### src/rtl/fpu_issue_ctl_if.sv
// IU <-> issue controller <-> FPU microcode sequencer signal bundle.
// The controller connects through the slave modport; the IU/sequencer side uses master.
interface fpu_issue_ctl_if #(
    parameter int PW = 1
);
    logic          iu_op_valid;
    logic [7:0]    iu_opcode;
    logic          iu_op_ready;
    logic          iu_kill;
    logic          fpuhold;
    logic          cyc0_rdy_p;
    logic          erop;
    logic [7:0]    nx_opcode;
    logic          nx_fpop_valid;
    logic          nx_opcode_look;
    logic          fpkill;
    logic          fpu_busy;
    logic          op_done;
    logic          unimpl_trap;
    logic [PW:0]   occupancy;

    modport master (
        output iu_op_valid, iu_opcode, iu_kill, fpuhold, cyc0_rdy_p, erop,
        input  iu_op_ready, nx_opcode, nx_fpop_valid, nx_opcode_look, fpkill,
               fpu_busy, op_done, unimpl_trap, occupancy
    );

    modport slave (
        input  iu_op_valid, iu_opcode, iu_kill, fpuhold, cyc0_rdy_p, erop,
        output iu_op_ready, nx_opcode, nx_fpop_valid, nx_opcode_look, fpkill,
               fpu_busy, op_done, unimpl_trap, occupancy
    );
endinterface

### src/rtl/fpu_issue_ctl.sv
// FP opcode issue controller: FIFO from the IU, one-at-a-time issue to the microcode sequencer.
// Optional watchdog on the RUN wait is compiled in with `define FPU_ISSUE_WDOG_EN.
module fpu_issue_ctl #(
    parameter int DEPTH = 2,
    parameter int PW    = 1
) (
    input  logic clk,
    input  logic reset_l,
    fpu_issue_ctl_if.slave bus
`ifdef FPU_ISSUE_WDOG_EN
    ,
    output logic wdog_err
`endif
);

    typedef enum logic [1:0] {IDLE, ISSUE, CHECK, RUN} state_t;

    localparam logic [PW:0]   OCC_FULL = DEPTH;
    localparam logic [PW:0]   OCC_ONE  = 1;
    localparam logic [PW-1:0] PTR_ONE  = 1;

    state_t        state, state_nxt;
    logic [7:0]    mem [DEPTH];
    logic [PW-1:0] wr_ptr, rd_ptr;
    logic [PW:0]   occ, occ_nxt;
    logic          push, pop;
    logic          done_nxt, trap_nxt;
    logic          op_done_q, trap_q;
    logic          wdog_fire;

    assign bus.iu_op_ready = (occ != OCC_FULL) & !bus.iu_kill;
    assign push            = bus.iu_op_valid & bus.iu_op_ready;

    always_comb begin
        occ_nxt = occ;
        if (push && !pop)
            occ_nxt = occ + OCC_ONE;
        else if (pop && !push)
            occ_nxt = occ - OCC_ONE;
    end

`ifdef FPU_ISSUE_WDOG_EN
    localparam logic [9:0] WDOG_LAST = 10'd1022;
    logic [9:0] wdog_cnt;
    logic       wdog_kill_q;
`endif

    // Kill overrides everything; hold freezes state, pops and pulses but not pushes.
    always_comb begin
        state_nxt = state;
        pop       = 1'b0;
        done_nxt  = 1'b0;
        trap_nxt  = 1'b0;
        wdog_fire = 1'b0;
        if (bus.iu_kill) begin
            state_nxt = IDLE;
        end else if (!bus.fpuhold) begin
            case (state)
                IDLE:  if (occ != '0) state_nxt = ISSUE;
                ISSUE: state_nxt = CHECK;
                CHECK: begin
                    pop = 1'b1;
                    if (bus.cyc0_rdy_p) begin
                        state_nxt = RUN;
                    end else begin
                        trap_nxt  = 1'b1;
                        state_nxt = IDLE;
                    end
                end
                RUN: begin
                    if (bus.erop) begin
                        done_nxt = 1'b1;
                        // RUN never pops, so a same-cycle push alone decides back-to-back issue.
                        state_nxt = ((occ != '0) || push) ? ISSUE : IDLE;
                    end
`ifdef FPU_ISSUE_WDOG_EN
                    else if (wdog_cnt == WDOG_LAST) begin
                        wdog_fire = 1'b1;
                        state_nxt = IDLE;
                    end
`endif
                end
                default: state_nxt = IDLE;
            endcase
        end
    end

    always_ff @(posedge clk or negedge reset_l) begin
        if (!reset_l) begin
            state     <= IDLE;
            wr_ptr    <= '0;
            rd_ptr    <= '0;
            occ       <= '0;
            op_done_q <= 1'b0;
            trap_q    <= 1'b0;
        end else begin
            state     <= state_nxt;
            op_done_q <= done_nxt;
            trap_q    <= trap_nxt;
            if (bus.iu_kill) begin
                wr_ptr <= '0;
                rd_ptr <= '0;
                occ    <= '0;
            end else begin
                if (push) wr_ptr <= wr_ptr + PTR_ONE;
                if (pop)  rd_ptr <= rd_ptr + PTR_ONE;
                occ <= occ_nxt;
            end
        end
    end

    always_ff @(posedge clk) begin
        if (push) mem[wr_ptr] <= bus.iu_opcode;
    end

`ifdef FPU_ISSUE_WDOG_EN
    always_ff @(posedge clk or negedge reset_l) begin
        if (!reset_l) begin
            wdog_cnt    <= '0;
            wdog_kill_q <= 1'b0;
            wdog_err    <= 1'b0;
        end else begin
            wdog_kill_q <= wdog_fire;
            if (wdog_fire) wdog_err <= 1'b1;
            if (state != RUN)
                wdog_cnt <= '0;
            else if (!bus.fpuhold && !bus.iu_kill)
                wdog_cnt <= wdog_cnt + 10'd1;
        end
    end
    assign bus.fpkill = bus.iu_kill | wdog_kill_q;
`else
    assign bus.fpkill = bus.iu_kill;
`endif

    assign bus.nx_opcode      = (state == ISSUE) ? mem[rd_ptr] : 8'h00;
    assign bus.nx_fpop_valid  = (state == ISSUE);
    assign bus.nx_opcode_look = (state == ISSUE);
    assign bus.fpu_busy       = (state != IDLE) | (occ != '0);
    assign bus.op_done        = op_done_q;
    assign bus.unimpl_trap    = trap_q;
    assign bus.occupancy      = occ;

endmodule
### src/flat_wrapper.sv
// flat-port wrapper written by rule: the top's interface ports become plain ports
module fpu_issue_ctl_flat 
#(
    parameter int DEPTH = 2,
    parameter int PW    = 1
)
  (clk, reset_l, bus_iu_op_valid, bus_iu_opcode, bus_iu_kill, bus_fpuhold, bus_cyc0_rdy_p, bus_erop, bus_iu_op_ready, bus_nx_opcode, bus_nx_fpop_valid, bus_nx_opcode_look, bus_fpkill, bus_fpu_busy, bus_op_done, bus_unimpl_trap, bus_occupancy);
  fpu_issue_ctl_if #(.PW(PW)) bus_i ();
  input  logic clk;
  input  logic reset_l;
  input wire logic [$bits(bus_i.iu_op_valid)-1:0] bus_iu_op_valid;
  input wire logic [$bits(bus_i.iu_opcode)-1:0] bus_iu_opcode;
  input wire logic [$bits(bus_i.iu_kill)-1:0] bus_iu_kill;
  input wire logic [$bits(bus_i.fpuhold)-1:0] bus_fpuhold;
  input wire logic [$bits(bus_i.cyc0_rdy_p)-1:0] bus_cyc0_rdy_p;
  input wire logic [$bits(bus_i.erop)-1:0] bus_erop;
  output wire logic [$bits(bus_i.iu_op_ready)-1:0] bus_iu_op_ready;
  output wire logic [$bits(bus_i.nx_opcode)-1:0] bus_nx_opcode;
  output wire logic [$bits(bus_i.nx_fpop_valid)-1:0] bus_nx_fpop_valid;
  output wire logic [$bits(bus_i.nx_opcode_look)-1:0] bus_nx_opcode_look;
  output wire logic [$bits(bus_i.fpkill)-1:0] bus_fpkill;
  output wire logic [$bits(bus_i.fpu_busy)-1:0] bus_fpu_busy;
  output wire logic [$bits(bus_i.op_done)-1:0] bus_op_done;
  output wire logic [$bits(bus_i.unimpl_trap)-1:0] bus_unimpl_trap;
  output wire logic [$bits(bus_i.occupancy)-1:0] bus_occupancy;
  assign bus_i.iu_op_valid = bus_iu_op_valid;
  assign bus_i.iu_opcode = bus_iu_opcode;
  assign bus_i.iu_kill = bus_iu_kill;
  assign bus_i.fpuhold = bus_fpuhold;
  assign bus_i.cyc0_rdy_p = bus_cyc0_rdy_p;
  assign bus_i.erop = bus_erop;
  assign bus_iu_op_ready = bus_i.iu_op_ready;
  assign bus_nx_opcode = bus_i.nx_opcode;
  assign bus_nx_fpop_valid = bus_i.nx_fpop_valid;
  assign bus_nx_opcode_look = bus_i.nx_opcode_look;
  assign bus_fpkill = bus_i.fpkill;
  assign bus_fpu_busy = bus_i.fpu_busy;
  assign bus_op_done = bus_i.op_done;
  assign bus_unimpl_trap = bus_i.unimpl_trap;
  assign bus_occupancy = bus_i.occupancy;
  fpu_issue_ctl #(.DEPTH(DEPTH), .PW(PW)) u_core (.clk(clk), .reset_l(reset_l), .bus(bus_i));
endmodule
### config.mk
export PLATFORM = sky130hd
export DESIGN_NAME = fpu_issue_ctl_flat
export DESIGN_NICKNAME = d
export VERILOG_FILES = /design/src/rtl/fpu_issue_ctl_if.sv /design/src/rtl/fpu_issue_ctl.sv /design/src/flat_wrapper.sv
export SDC_FILE = /design/constraint.sdc
export NUM_CORES = 1
export LEC_CHECK = 0
export CAP_MARGIN = 15
export CORE_AREA = 2 2 51 53
export CTS_BUF_LIST = sky130_fd_sc_hd__clkbuf_8
export DETAILED_ROUTE_END_ITERATION = 10
export DIE_AREA = 0 0 53 55
export GPL_TIMING_DRIVEN = 0
export PLACE_DENSITY = 0.89
export RECOVER_POWER = 100
export SETUP_SLACK_MARGIN = 0.15
export SLEW_MARGIN = 20
export SYNTH_ARGS = -nofsm -noshare
export SYNTH_HDL_FRONTEND = slang
export SYNTH_SLANG_ARGS = --single-unit
### constraint.sdc
create_clock -name clk -period 2.3 [get_ports clk]
set_input_delay 0.23 -clock clk [delete_from_list [all_inputs] [get_ports clk]]
set_output_delay 0.23 -clock clk [all_outputs]
set_load 0.02 [all_outputs]
==> results of run 1 <==
## timing repair
item	in CTS	in global routing
buffers inserted	0	0
gates resized for setup	1	2
endpoints found under the setup margin	8	7
hold endpoints to repair	0	0
## sequential cells by signal, summed over array words and instances (netlist names)
| name | cells |
|---|---|
| u_core.rd_ptr | 1 |
| u_core.bus.unimpl_trap | 1 |
| u_core.wr_ptr | 1 |
| u_core.mem | 16 |
| u_core.bus.op_done | 1 |
| u_core.bus.occupancy | 2 |
| u_core.state | 2 |
## routing by layer
layer  vias to the layer above  share of wire  global-route usage
li1                        379              -                   -
met1                       370           0.44               0.176
met2                        28           0.49               0.258
met3                         0          0.065              0.0242
met4                         0              0              0.0385
met5                         -              0                   0
## synthesized netlist by cell type (3+ instances only)
master	instances	area, um2
sky130_fd_sc_hd__nand2_1	3	11.3
sky130_fd_sc_hd__nor2_1	12	45.0
sky130_fd_sc_hd__mux2i_1	8	80.1
sky130_fd_sc_hd__a21oi_1	3	15.0
sky130_fd_sc_hd__o21ai_0	3	15.0
sky130_fd_sc_hd__dfrtp_1	8	200
sky130_fd_sc_hd__inv_1	6	22.5
sky130_fd_sc_hd__edfxtp_1	16	480
## final timing paths
kind,slack (ps),from,endpoint,cells after the start
setup reg to reg,480,u_core.bus.occupancy[1],u_core.mem[0][7],3
hold reg to reg,520,u_core.wr_ptr,u_core.wr_ptr,1
min in group clk,320,bus_iu_kill,u_core.rd_ptr,2
setup / recovery,170,u_core.state[1],bus_nx_opcode[7],4
max in group asynchronous,1690,reset_l,u_core.state[0],1
hold / removal,320,reset_l,u_core.bus.op_done,1
## power by group
group,internal (mW),switching [mW],leakage (nW)
clock,0.119,0.117,0.0231
sequential,0.483,0.0148,0.254
combinational,0.0763,0.0870,0.301
total,0.678,0.219,0.578
## cells by family (layout without fill, tap and decap cells)
group / after synthesis / after routing
xor+xnor: 1 / 1
buf+inv: 11 / 45
simple gates: 30 / 30
mux: 8 / 8
flops: 24 / 24
compound gates: 13 / 13
## area by class of cell
cell class,instances,area [um2]
Clock buffer,3,41.3
Multi-Input combinational cell,52,342
Inverter,6,22.5
Clock inverter,1,3.75
Tap cell,30,37.5
Buffer,5,28.8
Fill cell,202,913
Timing Repair Buffer,30,294
Sequential cell,24,682
==> metrics, run 1 <==
pre-CTS setup slack=139 ps; sum of buffers and inverters on the critical path=2; clock transition at the register clock pins on the worst setup and hold paths after CTS=80 ps; Min-Delay Path Class=input pin to asynchronous set/reset pin; Total Wirelength=1900 um; Worst Path Arrival=1900 ps; total clock buffers created by CTS=3; final non-filler cell total=151; worst vdd rail ir drop=0.367 mV; startpoint type of the worst setup path=register; clock tree sinks=24; initial antenna violation count=0; ports placed on the boundary=32; Starting Density=0.456; outcome=complete, no violations; most common cell after layout, fill and taps aside=sky130_fd_sc_hd__dlygate4sd3_1; complex-gate fraction of the synthesized area=0.0871; Hold Slack=318 ps; final worst-path setup slack=174 ps; Non-Filler Cell Area, Final=0.00145 mm2; placed cell count=147; share of synthesized registers carrying an async set or reset=0.333; Placer Congestion=0.820; clock tree root buffer cell=sky130_fd_sc_hd__clkbuf_8; clock tree buffer depth=2; Netlist Area Pre-Place=around 0.0011 mm2; initial detailed-routing violation count=9; largest stage delay on the critical path=680 ps; total track usage=0.142; delay-heaviest family, CP=buffers and inverters; layout cells sized above 1=0.0744; WP data required=2070 ps; maxcap violations=0; most used cells in the layout excluding fill and tap cells=sky130_fd_sc_hd__dlygate4sd3_1, sky130_fd_sc_hd__edfxtp_1, sky130_fd_sc_hd__nor2_1; power density cells=618 mW/mm2; cts-stage hold buffer count=0; max-slew violation total from the final report=0; post-synthesis area per instance=12.4 um2; number of search-and-repair iterations in the first detailed-routing pass=4; cells after synthesis=87; detail-routed via count per cell=5.15; CP cell instances=or2b_1, buf_2, nor2_1, dlygate4sd3_1; first-pass GRT wire length=3020 um; residual DRC count=0; peak fanout along the critical path=10; count of cell types in the netlist=28; Min Clock Period, post-route=2130 ps; Core Footprint=0.00236 mm2; average wire per standard cell=12.6 um; main combinational cell family by area after synthesis=simple AND/OR/NAND/NOR gates; number of global-route vias before repair=714; EDFF count, synth=16; Slew Limit Headroom=0.444; pin count of the biggest net entering global routing=14; number of routed nets with antenna violations=0; worst setup skew after layout=4.41 ps; Placed Instance Area=0.00142 mm2; final-report hold violation count=0; CP Class=register to output port; Tightest Pin Transition=832 ps; Area Growth Syn to Fin=34.7%; unrepaired setup endpoints after global routing=false; HPWL after DPL=~1500 um; Final setup violation count=0; Site Rows=18; static power due to leakage=0.578 nW; Seq/Total Area, Yosys=0.632; dominant synthesized flop cell=sky130_fd_sc_hd__edfxtp_1; Highest Clock Rate=0.470 GHz; H-tree Lvls=1; count of warnings emitted by yosys=0; CP max stage cell=sky130_fd_sc_hd__dlygate4sd3_1; width of the die=~53 um; post-synthesis net count=roughly 100; Pwr Total=0.897 mW; NumNets Final=approximately 140; fin crit share=0.924; sort of element at the end of the critical path=output port; number of vias after detailed routing=a little under 800; Die Y=~55 um; post-synthesis share of cell area spent on full adders, half adders and majority gates=0; CTS tree=built; mux share of post-synthesis cell area=0.0743; end-of-flow core utilization=0.614; Synth Area in Simple Gates=0.152; post-synthesis sequential element count=24; Worst-Skew Late Latency=250 ps; setup total negative slack=0 ps; global route overflow=0; number of diodes=0; XOR/XNOR Fraction of Synth Area=0.00813; overall die area=0.00292 mm2; quantity of I/O buffers inserted on ports=30
Power figures use the tool's default switching activity.
==> run 2: changes to the inputs <==
--- a/config.mk
+++ b/config.mk
@@ -6,12 +6,13 @@
 export NUM_CORES = 1
 export LEC_CHECK = 0
 export CAP_MARGIN = 15
-export CORE_AREA = 2 2 51 53
+export CORE_AREA = 2 2 49 51
 export CTS_BUF_LIST = sky130_fd_sc_hd__clkbuf_8
 export DETAILED_ROUTE_END_ITERATION = 10
-export DIE_AREA = 0 0 53 55
+export DIE_AREA = 0 0 51 53
+export DONT_BUFFER_PORTS = 1
 export GPL_TIMING_DRIVEN = 0
-export PLACE_DENSITY = 0.89
+export PLACE_DENSITY = 0.76
 export RECOVER_POWER = 100
 export SETUP_SLACK_MARGIN = 0.15
 export SLEW_MARGIN = 20
==> run 2 against run 1 <==
Net effect:
- sequential share of layout area increased by 11 points
- sequential cell count unchanged
- sequential power grew 1%
- via count decreased by 17%
- design area down 19%
- clock skew fell by 2.7 ps
- die area is 7.3% lower
- clock power grew 50%
- critical path depth fell by 1
- total power rose by 6.8%
- clock-buffer cell count did not move
- critical endpoint is now u_core.mem[0][4]
- highest routed layer is now met4
==> metrics, run 2 (same netlist as run 1, synthesis figures left out) <==
outcome=complete, no violations; number of search-and-repair iterations in the first detailed-routing pass=6; HPWL after DPL=1250 um; Slew Limit Headroom=0.450; Core Footprint=0.00215 mm2; fin crit share=0.848; worst setup skew after layout=1.67 ps; Pwr Total=approximately 0.96 mW; number of diodes=0; clock tree buffer depth=2; clock transition at the register clock pins on the worst setup and hold paths after CTS=80 ps; Non-Filler Cell Area, Final=~0.0012 mm2; worst vdd rail ir drop=around 0.44 mV; Worst R2R Start=u_core.bus.occupancy[1]; register bank with the most flops=u_core.mem; static power due to leakage=0.430 nW; final worst-path setup slack=349 ps; clock tree sinks=24; maxcap violations=0; r2r endpoint=u_core.mem[0][4]; number of vias after detailed routing=648; CP cell instances=nor2b_1, or3_1, nor2_1; clock tree root buffer cell=sky130_fd_sc_hd__clkbuf_8; most used cells in the layout excluding fill and tap cells=sky130_fd_sc_hd__edfxtp_1, sky130_fd_sc_hd__nor2_1, sky130_fd_sc_hd__mux2i_1, sky130_fd_sc_hd__dfrtp_1, sky130_fd_sc_hd__inv_1; startpoint type of the worst setup path=register; max-slew violation total from the final report=0; largest stage delay on the critical path=between 500 and 600 ps; power density cells=812 mW/mm2; Area Growth Syn to Fin=9.52%; average wire per standard cell=14.3 um; layout cells sized above 1=0.0543; Placed Instance Area=0.00111 mm2; CTS tree=built; ports placed on the boundary=32; cell depth of the worst min-delay path=1; portion of total power attributed to combinational logic=0.106; placed cell count=115; first-pass GRT wire length=2750 um; WP data required=2200 ps; Tightest Pin Transition=823 ps; share of power burned in the clock network=0.369; peak fanout along the critical path=8; Worst Path Arrival=1850 ps; number of routed nets with antenna violations=0; Placer Congestion=a little over 0.7; Starting Density=0.501; pin count of the biggest net entering global routing=15; HP Start=bus_fpuhold; global route overflow=0; setup slack of the worst register-to-register path=350 ps; setup total negative slack=0 ps; Min-Delay Path Class=input pin to register; Switching Fraction=0.220; initial antenna violation count=0; sort of element at the end of the critical path=register; endpoint of the worst hold-timing path=u_core.bus.op_done; final non-filler cell total=120; pre-CTS setup slack=342 ps; CP Class=register to register; NumNets Final=108; Sequential Power Share=0.524; Worst-Skew Late Latency=260 ps; Min Clock Period, post-route=1950 ps; unrepaired setup endpoints after global routing=false; Total Wirelength=1720 um; width of the die=51 um; Switch Pwr=0.211 mW; final-report hold violation count=0; Largest register FFs=16; Die Y=53 um; number of cells on the worst reg-to-reg path=3; initial detailed-routing violation count=22; most common cell after layout, fill and taps aside=sky130_fd_sc_hd__edfxtp_1; quantity of I/O buffers inserted on ports=0; total clock buffers created by CTS=3; Highest Clock Rate=between 0.5 and 0.6 GHz; detail-routed via count per cell=5.40; overall die area=between 0.002 and 0.003 mm2; number of global-route vias before repair=625; Site Rows=17; total track usage=0.144; residual DRC count=0; H-tree Lvls=1; Final setup violation count=0; CP max stage cell=sky130_fd_sc_hd__nor2_1; internal power=0.747 mW
## run 2: cell types whose count changed in the layout (fill, tap and decap cells not counted), sizes merged
cell           before  now
buf                 3    0
bufinv              0    1
clkbuf              6    8
clkdlybuf4s50       3    0
clkinv              1    0
dlygate4sd3        26    1
## run 2: worst max path at each step
stage,from,to,slack (ps),cells past startpoint
finish,u_core.bus.occupancy[1],u_core.mem[0][4],350,3
global route,u_core.bus.occupancy[0],u_core.mem[0][4],210,3
CTS,u_core.bus.occupancy[1],u_core.mem[0][6],330,3
detailed placement,u_core.bus.occupancy[1],u_core.mem[0][2],340,3
global placement,u_core.bus.occupancy[1],u_core.mem[0][2],360,3
floorplan,u_core.bus.occupancy[1],u_core.mem[0][0],560,3
## run 2: final cells by class
| class | count | area [um2] |
|---|---|---|
| fillers | 191 | 968 |
| flip-flops and latches | 24 | 681 |
| multi-input cells | 52 | 342 |
| clock buffers | 3 | 41.3 |
| well taps | 28 | 35.0 |
| clock inverters | 1 | 30.0 |
| inverters | 6 | 22.5 |
| plain buffers | 5 | 18.8 |
| repair buffers | 1 | 10.0 |
## run 2: power groups by stage
| stage | registers, mW | clock network [mW] | logic [mW] |
|---|---|---|---|
| final | 0.503 | 0.354 | 0.102 |
| after global routing | 0.506 | 0.374 | 0.113 |
| after CTS | 0.503 | 0.360 | 0.107 |
| after detailed placement | 0.512 | 0 | 0.102 |
| after global placement | 0.511 | 0 | 0.100 |
| after floorplan | 0.508 | 0 | 0.0899 |
## run 2: routing by layer
metal / global-route usage / wire length [um] / vias to the layer above
li1: - / - / 321
met1: 0.164 / 675 / 306
met2: 0.240 / 898 / 19
met3: 0.0424 / 129 / 2
met4: 0.0811 / 18 / 0
met5: 0 / 0 / -
## run 2: repair_timing
action	CTS	global route
hold buffers	1	0
resized for setup	0	0
buffers inserted	0	0
hold endpoints to repair	8	0
## run 2: metrics by stage
| stage | utilization | hold WS, ps |
|---|---|---|
| after global placement | 0.518 | -65.4 |
| final | 0.549 | 34.2 |
| after CTS | 0.556 | 31.3 |
| after floorplan | - | -65.6 |
| after detailed placement | 0.518 | -65.5 |
| after global routing | 0.549 | 21.0 |
## run 2: critical path: cells and delay by family, from the launching register on
kind,cells,cell delay [ps]
DFF,1,500
and+or+nand+nor,3,1090
